==> src/rtl/ht_task_dispatcher_pkg.sv <==
// ht_task_dispatcher_pkg: hash-table task types and dispatcher state encoding.
package ht_task_dispatcher_pkg;
  typedef enum logic [2:0] {
    OP_SEARCH = 3'd0,
    OP_INSERT = 3'd1,
    OP_DELETE = 3'd2
  } ht_opcode_e;
  typedef struct packed {
    ht_opcode_e  opcode;
    logic [31:0] key;
    logic [31:0] value;
  } ht_cmd_t;
  typedef struct packed {
    ht_cmd_t     cmd;
    logic [7:0]  bucket;
    logic [7:0]  head_ptr;
    logic        head_ptr_val;
  } ht_pdata_t;
  typedef enum logic [2:0] {
    IDLE_S,
    DRAIN_S,
    SEND_S,
    EXCL_S,
    BAD_S
  } ht_disp_state_t;
endpackage

==> src/rtl/ht_outstanding_cnt.sv <==
// ht_outstanding_cnt: up/down counter that saturates at zero on decrement and wraps on increment.
module ht_outstanding_cnt #(
  parameter int W = 4
) (
  input  logic         clk,
  input  logic         rst,
  input  logic         clr,
  input  logic         inc,
  input  logic         dec,
  output logic [W-1:0] cnt,
  output logic [W-1:0] next_cnt
);
  logic [W-1:0] cnt_q, cnt_d;
  always_comb
    cnt_d = clr ? '0 :
            (inc && !dec) ? cnt_q + W'(1) :
            (dec && !inc && cnt_q != '0) ? cnt_q - W'(1) : cnt_q;
  always_ff @(posedge clk or posedge rst)
    if (rst) cnt_q <= '0;
    else     cnt_q <= cnt_d;
  assign cnt      = cnt_q;
  assign next_cnt = cnt_d;
endmodule

==> src/rtl/ht_task_dispatcher.sv <==
// ht_task_dispatcher: routes head-table tasks to search/insert/delete engines, overlapping searches
// and serialising inserts/deletes. Optional statistics counters under HT_DISPATCH_STATS_EN.
module ht_task_dispatcher
  import ht_task_dispatcher_pkg::*;
#(
  parameter int MAX_SEARCH = 4,
  parameter int CNT_W      = 4
) (
  input  logic        clk_i,
  input  logic        rst_i,
  input  ht_pdata_t   task_i,
  input  logic        task_valid_i,
  output logic        task_ready_o,
  output ht_pdata_t   search_task_o,
  output ht_pdata_t   insert_task_o,
  output ht_pdata_t   delete_task_o,
  output logic        search_valid_o,
  output logic        insert_valid_o,
  output logic        delete_valid_o,
  input  logic        search_ready_i,
  input  logic        insert_ready_i,
  input  logic        delete_ready_i,
  input  logic        search_done_i,
  input  logic        insert_done_i,
  input  logic        delete_done_i,
`ifdef HT_DISPATCH_STATS_EN
  input  logic        stat_clr_i,
  output logic [31:0] stat_search_o,
  output logic [31:0] stat_insert_o,
  output logic [31:0] stat_delete_o,
  output logic [31:0] stat_stall_o,
`endif
  output logic        busy_o,
  output logic        bad_opcode_o
);
  ht_disp_state_t state_q, state_d;
  ht_pdata_t      task_locked_q, task_locked_d;
  logic [CNT_W-1:0] search_cnt, search_next;
  logic search_hs, insert_hs, delete_hs, excl_done;
  ht_opcode_e lock_op, in_op;
  assign lock_op   = task_locked_q.cmd.opcode;
  assign in_op     = task_i.cmd.opcode;
  assign search_valid_o = state_q == SEND_S && lock_op == OP_SEARCH && search_cnt < CNT_W'(MAX_SEARCH);
  assign insert_valid_o = state_q == SEND_S && lock_op == OP_INSERT;
  assign delete_valid_o = state_q == SEND_S && lock_op == OP_DELETE;
  assign search_hs = search_valid_o && search_ready_i;
  assign insert_hs = insert_valid_o && insert_ready_i;
  assign delete_hs = delete_valid_o && delete_ready_i;
  assign excl_done = (lock_op == OP_INSERT && insert_done_i) || (lock_op == OP_DELETE && delete_done_i);
  assign task_ready_o  = state_q == IDLE_S;
  assign bad_opcode_o  = state_q == BAD_S;
  assign busy_o        = state_q != IDLE_S || search_cnt != '0;
  assign search_task_o = task_locked_q;
  assign insert_task_o = task_locked_q;
  assign delete_task_o = task_locked_q;
  ht_outstanding_cnt #(.W(CNT_W)) u_search_cnt (
    .clk(clk_i), .rst(rst_i), .clr(1'b0), .inc(search_hs), .dec(search_done_i),
    .cnt(search_cnt), .next_cnt(search_next)
  );
  always_comb begin
    state_d       = state_q;
    task_locked_d = task_locked_q;
    case (state_q)
      IDLE_S: if (task_valid_i) begin
        task_locked_d = task_i;
        state_d = in_op == OP_SEARCH ? SEND_S :
                  (in_op == OP_INSERT || in_op == OP_DELETE) ? (search_next == '0 ? SEND_S : DRAIN_S) :
                  BAD_S;
      end
      DRAIN_S: state_d = search_next == '0 ? SEND_S : DRAIN_S;
      SEND_S:  state_d = search_hs ? IDLE_S : (insert_hs || delete_hs) ? EXCL_S : SEND_S;
      EXCL_S:  state_d = excl_done ? IDLE_S : EXCL_S;
      default: state_d = IDLE_S;
    endcase
  end
  always_ff @(posedge clk_i or posedge rst_i)
    if (rst_i) begin
      state_q       <= IDLE_S;
      task_locked_q <= '0;
    end else begin
      state_q       <= state_d;
      task_locked_q <= task_locked_d;
    end
`ifdef HT_DISPATCH_STATS_EN
  logic stall;
  logic [31:0] nxt_s, nxt_i, nxt_d, nxt_t;
  // A stall is any cycle a held task could not be offered to its engine.
  assign stall = state_q == DRAIN_S ||
                 (state_q == SEND_S && !(search_valid_o || insert_valid_o || delete_valid_o));
  ht_outstanding_cnt #(.W(32)) u_stat_s (.clk(clk_i), .rst(rst_i), .clr(stat_clr_i), .inc(search_hs),
    .dec(1'b0), .cnt(stat_search_o), .next_cnt(nxt_s));
  ht_outstanding_cnt #(.W(32)) u_stat_i (.clk(clk_i), .rst(rst_i), .clr(stat_clr_i), .inc(insert_hs),
    .dec(1'b0), .cnt(stat_insert_o), .next_cnt(nxt_i));
  ht_outstanding_cnt #(.W(32)) u_stat_d (.clk(clk_i), .rst(rst_i), .clr(stat_clr_i), .inc(delete_hs),
    .dec(1'b0), .cnt(stat_delete_o), .next_cnt(nxt_d));
  ht_outstanding_cnt #(.W(32)) u_stat_t (.clk(clk_i), .rst(rst_i), .clr(stat_clr_i), .inc(stall),
    .dec(1'b0), .cnt(stat_stall_o), .next_cnt(nxt_t));
`endif
endmodule
==> config.mk <==
export PLATFORM = sky130hd
export DESIGN_NAME = ht_task_dispatcher
export DESIGN_NICKNAME = d
export VERILOG_FILES = /design/src/rtl/ht_task_dispatcher_pkg.sv /design/src/rtl/ht_outstanding_cnt.sv /design/src/rtl/ht_task_dispatcher.sv
export SDC_FILE = /design/constraint.sdc
export NUM_CORES = 1
export LEC_CHECK = 0
export ABC_CLOCK_PERIOD_IN_PS = 3630
export BUFFER_PORTS_ARGS = -buffer_cell sky130_fd_sc_hd__buf_2
export CELL_PAD_IN_SITES_DETAIL_PLACEMENT = 0
export CELL_PAD_IN_SITES_GLOBAL_PLACEMENT = 1
export CORE_ASPECT_RATIO = 1.4
export CORE_UTILIZATION = 25
export DETAILED_ROUTE_END_ITERATION = 10
export GPL_TIMING_DRIVEN = 0
export PLACE_DENSITY_LB_ADDON = 0.3
export REMOVE_ABC_BUFFERS = 1
export SETUP_SLACK_MARGIN = 0.4
export SYNTH_ARGS = -nofsm -noshare
export SYNTH_HDL_FRONTEND = slang
export SYNTH_SLANG_ARGS = --single-unit
==> constraint.sdc <==
create_clock -name clk_i -period 3.63 [get_ports clk_i]
set_input_delay 0.363 -clock clk_i [delete_from_list [all_inputs] [get_ports clk_i]]
set_output_delay 0.363 -clock clk_i [all_outputs]
set_load 0.01 [all_outputs]
==> impl_metrics.csv <==
group,metric,value,unit
power_and_ir_drop,total_power,6.36,mW
power_and_ir_drop,p_seq_share,33.1,%
drt,drc,0,
sta,finalSetupViolCount,0,
clock_tree,clkSlewWorstSetupHoldPaths,70,ps
clock_tree,cts_inserted_buffers,9,
floorplanning,rows,61,
layout,final_common_cell,"buf_2",
logic_synthesis,ys.flop_type,"dfrtp_1",
critical_path,endpoint_kind,"register",
layout,drive_gt1_share,73.3,%
place,dpl-instance-area,5810,µm²
global_routing,grt_use_total,11.1,%
sta,finClkSkew,6.76,ps
global_routing,antenna_found_initial,0,
power_and_ir_drop,p_leak,3.14,nW
clock_tree,cts_tree,"done",
global_routing,grt_max_degree,61,
sta,tightest_slew,565,ps
critical_path,crit_path_start_kind,"register",
power_and_ir_drop,p_sw_share,41.4,%
drt,vias,3473,
hold_path,hold_path_class,"in -> async",
layout,final_cell_area,6130,µm²
power_and_ir_drop,power_switching,2.63,mW
place,place_congestion,0.720,
status,status,"complete, no violations",
sta,relSlewSlack,62.3,%
logic_synthesis,yosysWarnings,0,
drt,dr.pass1.iters,4,
global_routing,use_met2,18.9,%
power_and_ir_drop,clkPwrFrac,16.3,%
sta,period_share,62.5,%
logic_synthesis,syn_avg_cell_area,12.1,µm²
global_routing,met1_usage,13.6,%
logic_synthesis,synthCells,419,
layout,fillers,2127,
logic_synthesis,ys_seq_area_share,45.1,%
global_routing,grt_pass1_vias,3194,
critical_path,path_cells,"nor3_2 -> and2_4 -> buf_16 -> mux2_2",
clock_tree,post_cts_buffers,0,
critical_path,critPathCapture,"delete_task_o[67]",
critical_path,required,3850,ps
layout,final_cells,858,
critical_path,r2r_slack,1360,ps
sta,final-max-slew-violation-count,0,
sta,rsz0062_at_grt,"false",
power_and_ir_drop,comb_power_share,50.6,%
clock_tree,post_cts_resized,0,
floorplanning,coreArea,19800,µm²
clock_tree,cts_hold_buf,0,
drt,viasPerCell,4.05,
floorplanning,fp.dieArea,20800,µm²
critical_path,crit_path_max_fanout,48,
job,maxCapViolCount,0,
layout,antennaDiodeCount,0,
power_and_ir_drop,p_per_area,1040,nW/µm²
place,io_buffer_count,350,
place,hpwl,9420,µm
clock_tree,numClockSinks,91,
layout,mostFrequentLayoutCells,"350 x buf_2, 91 x dfrtp_1, 66 x mux2_2",
sta,hold_violations,0,
floorplanning,die_h,170,µm
clock_tree,htree_levels,3,
sta,min_period,2270,ps
drt,wirelength,12300,µm
clock_tree,clk_latency,340,ps
power_and_ir_drop,vdd_drop_max,0.425,mV
sta,max_freq,440,MHz
floorplanning,io_pins,351,
critical_path,crit_slowest_cell,"and2_4",
floorplanning,die_w,122,µm
critical_path,cp-startpoint,"state_q[0]",
critical_path,r2r-end,"delete_task_o[67]",
drt,drt_iter0_drc,84,
logic_synthesis,ys_ff_latch,91,
logic_synthesis,netlist_area,5050,µm²
global_routing,grt_remaining_overflow,0,
layout,utilization,30.9,%
global_routing,grt_util_met3,2.51,%
clock_tree,root_buffer,"clkbuf_16",
critical_path,arrival,2490,ps
critical_path,crit_type,"reg -> reg",
floorplanning,initial_core_util,25.5,%
logic_synthesis,synth-edff-count,0,
global_routing,grt_busiest_layer,"met2",
critical_path,max_stage_delay,580,ps
critical_path,rr_worst_depth,4,
place,dp_cells,843,
logic_synthesis,synthArstFlopShare,100,%
drt,drtAntennaViolNets,0,
power_and_ir_drop,p_int,3.73,mW
critical_path,r2r-start,"state_q[0]",
logic_synthesis,ys_types,41,
global_routing,grt_pass1_wl,17500,µm
drt,wl_per_cell,14.3,µm
layout,areaGrowthSynthToFinish,21.4,%
clock_tree,cts.path.max_buffers,2,
layout,fin_nets,697,
-- cells in the mapped netlist (3+ instances only) --
master     n  area, µm²
and2_1     3       18.8
buf_4    173       1300
buf_6      6       67.6
dfrtp_1   91       2280
inv_1      4       15.0
mux2_1    18        203
mux2_2    66        743
nand2_1    4       15.0
nor2_1     5       18.8
nor2b_1    4       25.0
nor3b_1    3       22.5
o21ai_0    4       20.0
-- flip-flops by register name, indices dropped and copies added, names as in the netlist --
register	cells
delete_task_o	81
lock_op	3
state_q	3
u_search_cnt.cnt	4
-- how the worst min path moves through the flow --
stage,from,to,slack [ps],cells past startpoint
floorplan,task_i[13],delete_task_o[13],500,1
global placement,delete_task_o[25],delete_task_o[25],500,1
detailed placement,rst_i,delete_task_o[72],420,2
CTS,rst_i,delete_task_o[13],30,2
global route,rst_i,delete_task_o[72],70,2
finish,rst_i,delete_task_o[72],30,2
-- metrics by stage --
stage	TNS, ps	worst slack (ps)	hold WS [ps]
final	0	1360	27.5
after global routing	0	1190	66.7
after CTS	0	1300	32.7
after detailed placement	0	1330	415
after global placement	-108220	-864	498
after floorplan	0	272	498
-- logic make-up (layout without fill, tap and decap cells) --
group / Yosys count / after routing / synth area share [%]
buffers and inverters: 184 / 371 / 27.4
AO/OA/AOI/OAI: 21 / 21 / 3.37
XOR/XNOR: 3 / 3 / 0.520
flip-flops: 91 / 91 / 45.1
adder cells (fa/ha/maj): 2 / 2 / 0.495
AND/OR/NAND/NOR: 33 / 33 / 4.21
multiplexers: 85 / 85 / 18.9
-- power by group through the flow --
stage	Sequential, mW	Combinational, mW	Clock (mW)
2_1_floorplan	2.80	0.866	0
3_3_place_gp	2.08	3.31	0
4_1_cts	2.12	3.27	1.08
5_1_grt	2.22	3.50	1.12
3_5_place_dp	2.13	3.26	0
6_report	2.10	3.22	1.04
-- layout make-up --
cell class	instances	area [µm²]	area share [%]
inverters	4	17.5	0.286
clock inverters	5	85.1	1.39
multi-input cells	144	1390	22.7
repair buffers	352	1810	29.5
well taps	252	315	5.14
clock buffers	10	239	3.90
flip-flops and latches	91	2280	37.1
-- worst max-delay path, delay by kind of cell, from the launching register on --
| kind | cells | cell delay (ps) |
|---|---|---|
| muxes | 1 | 370 |
| and+or+nand+nor | 2 | 960 |
| buffers and inverters | 1 | 290 |
| DFF | 1 | 460 |
-- routing by layer --
metal / up-vias / routed length (µm)
li1: 1603 / -
met1: 1728 / 4910
met2: 133 / 6580
met3: 9 / 611
met4: 0 / 154
met5: - / 0
(Power assumes the default switching activity.)
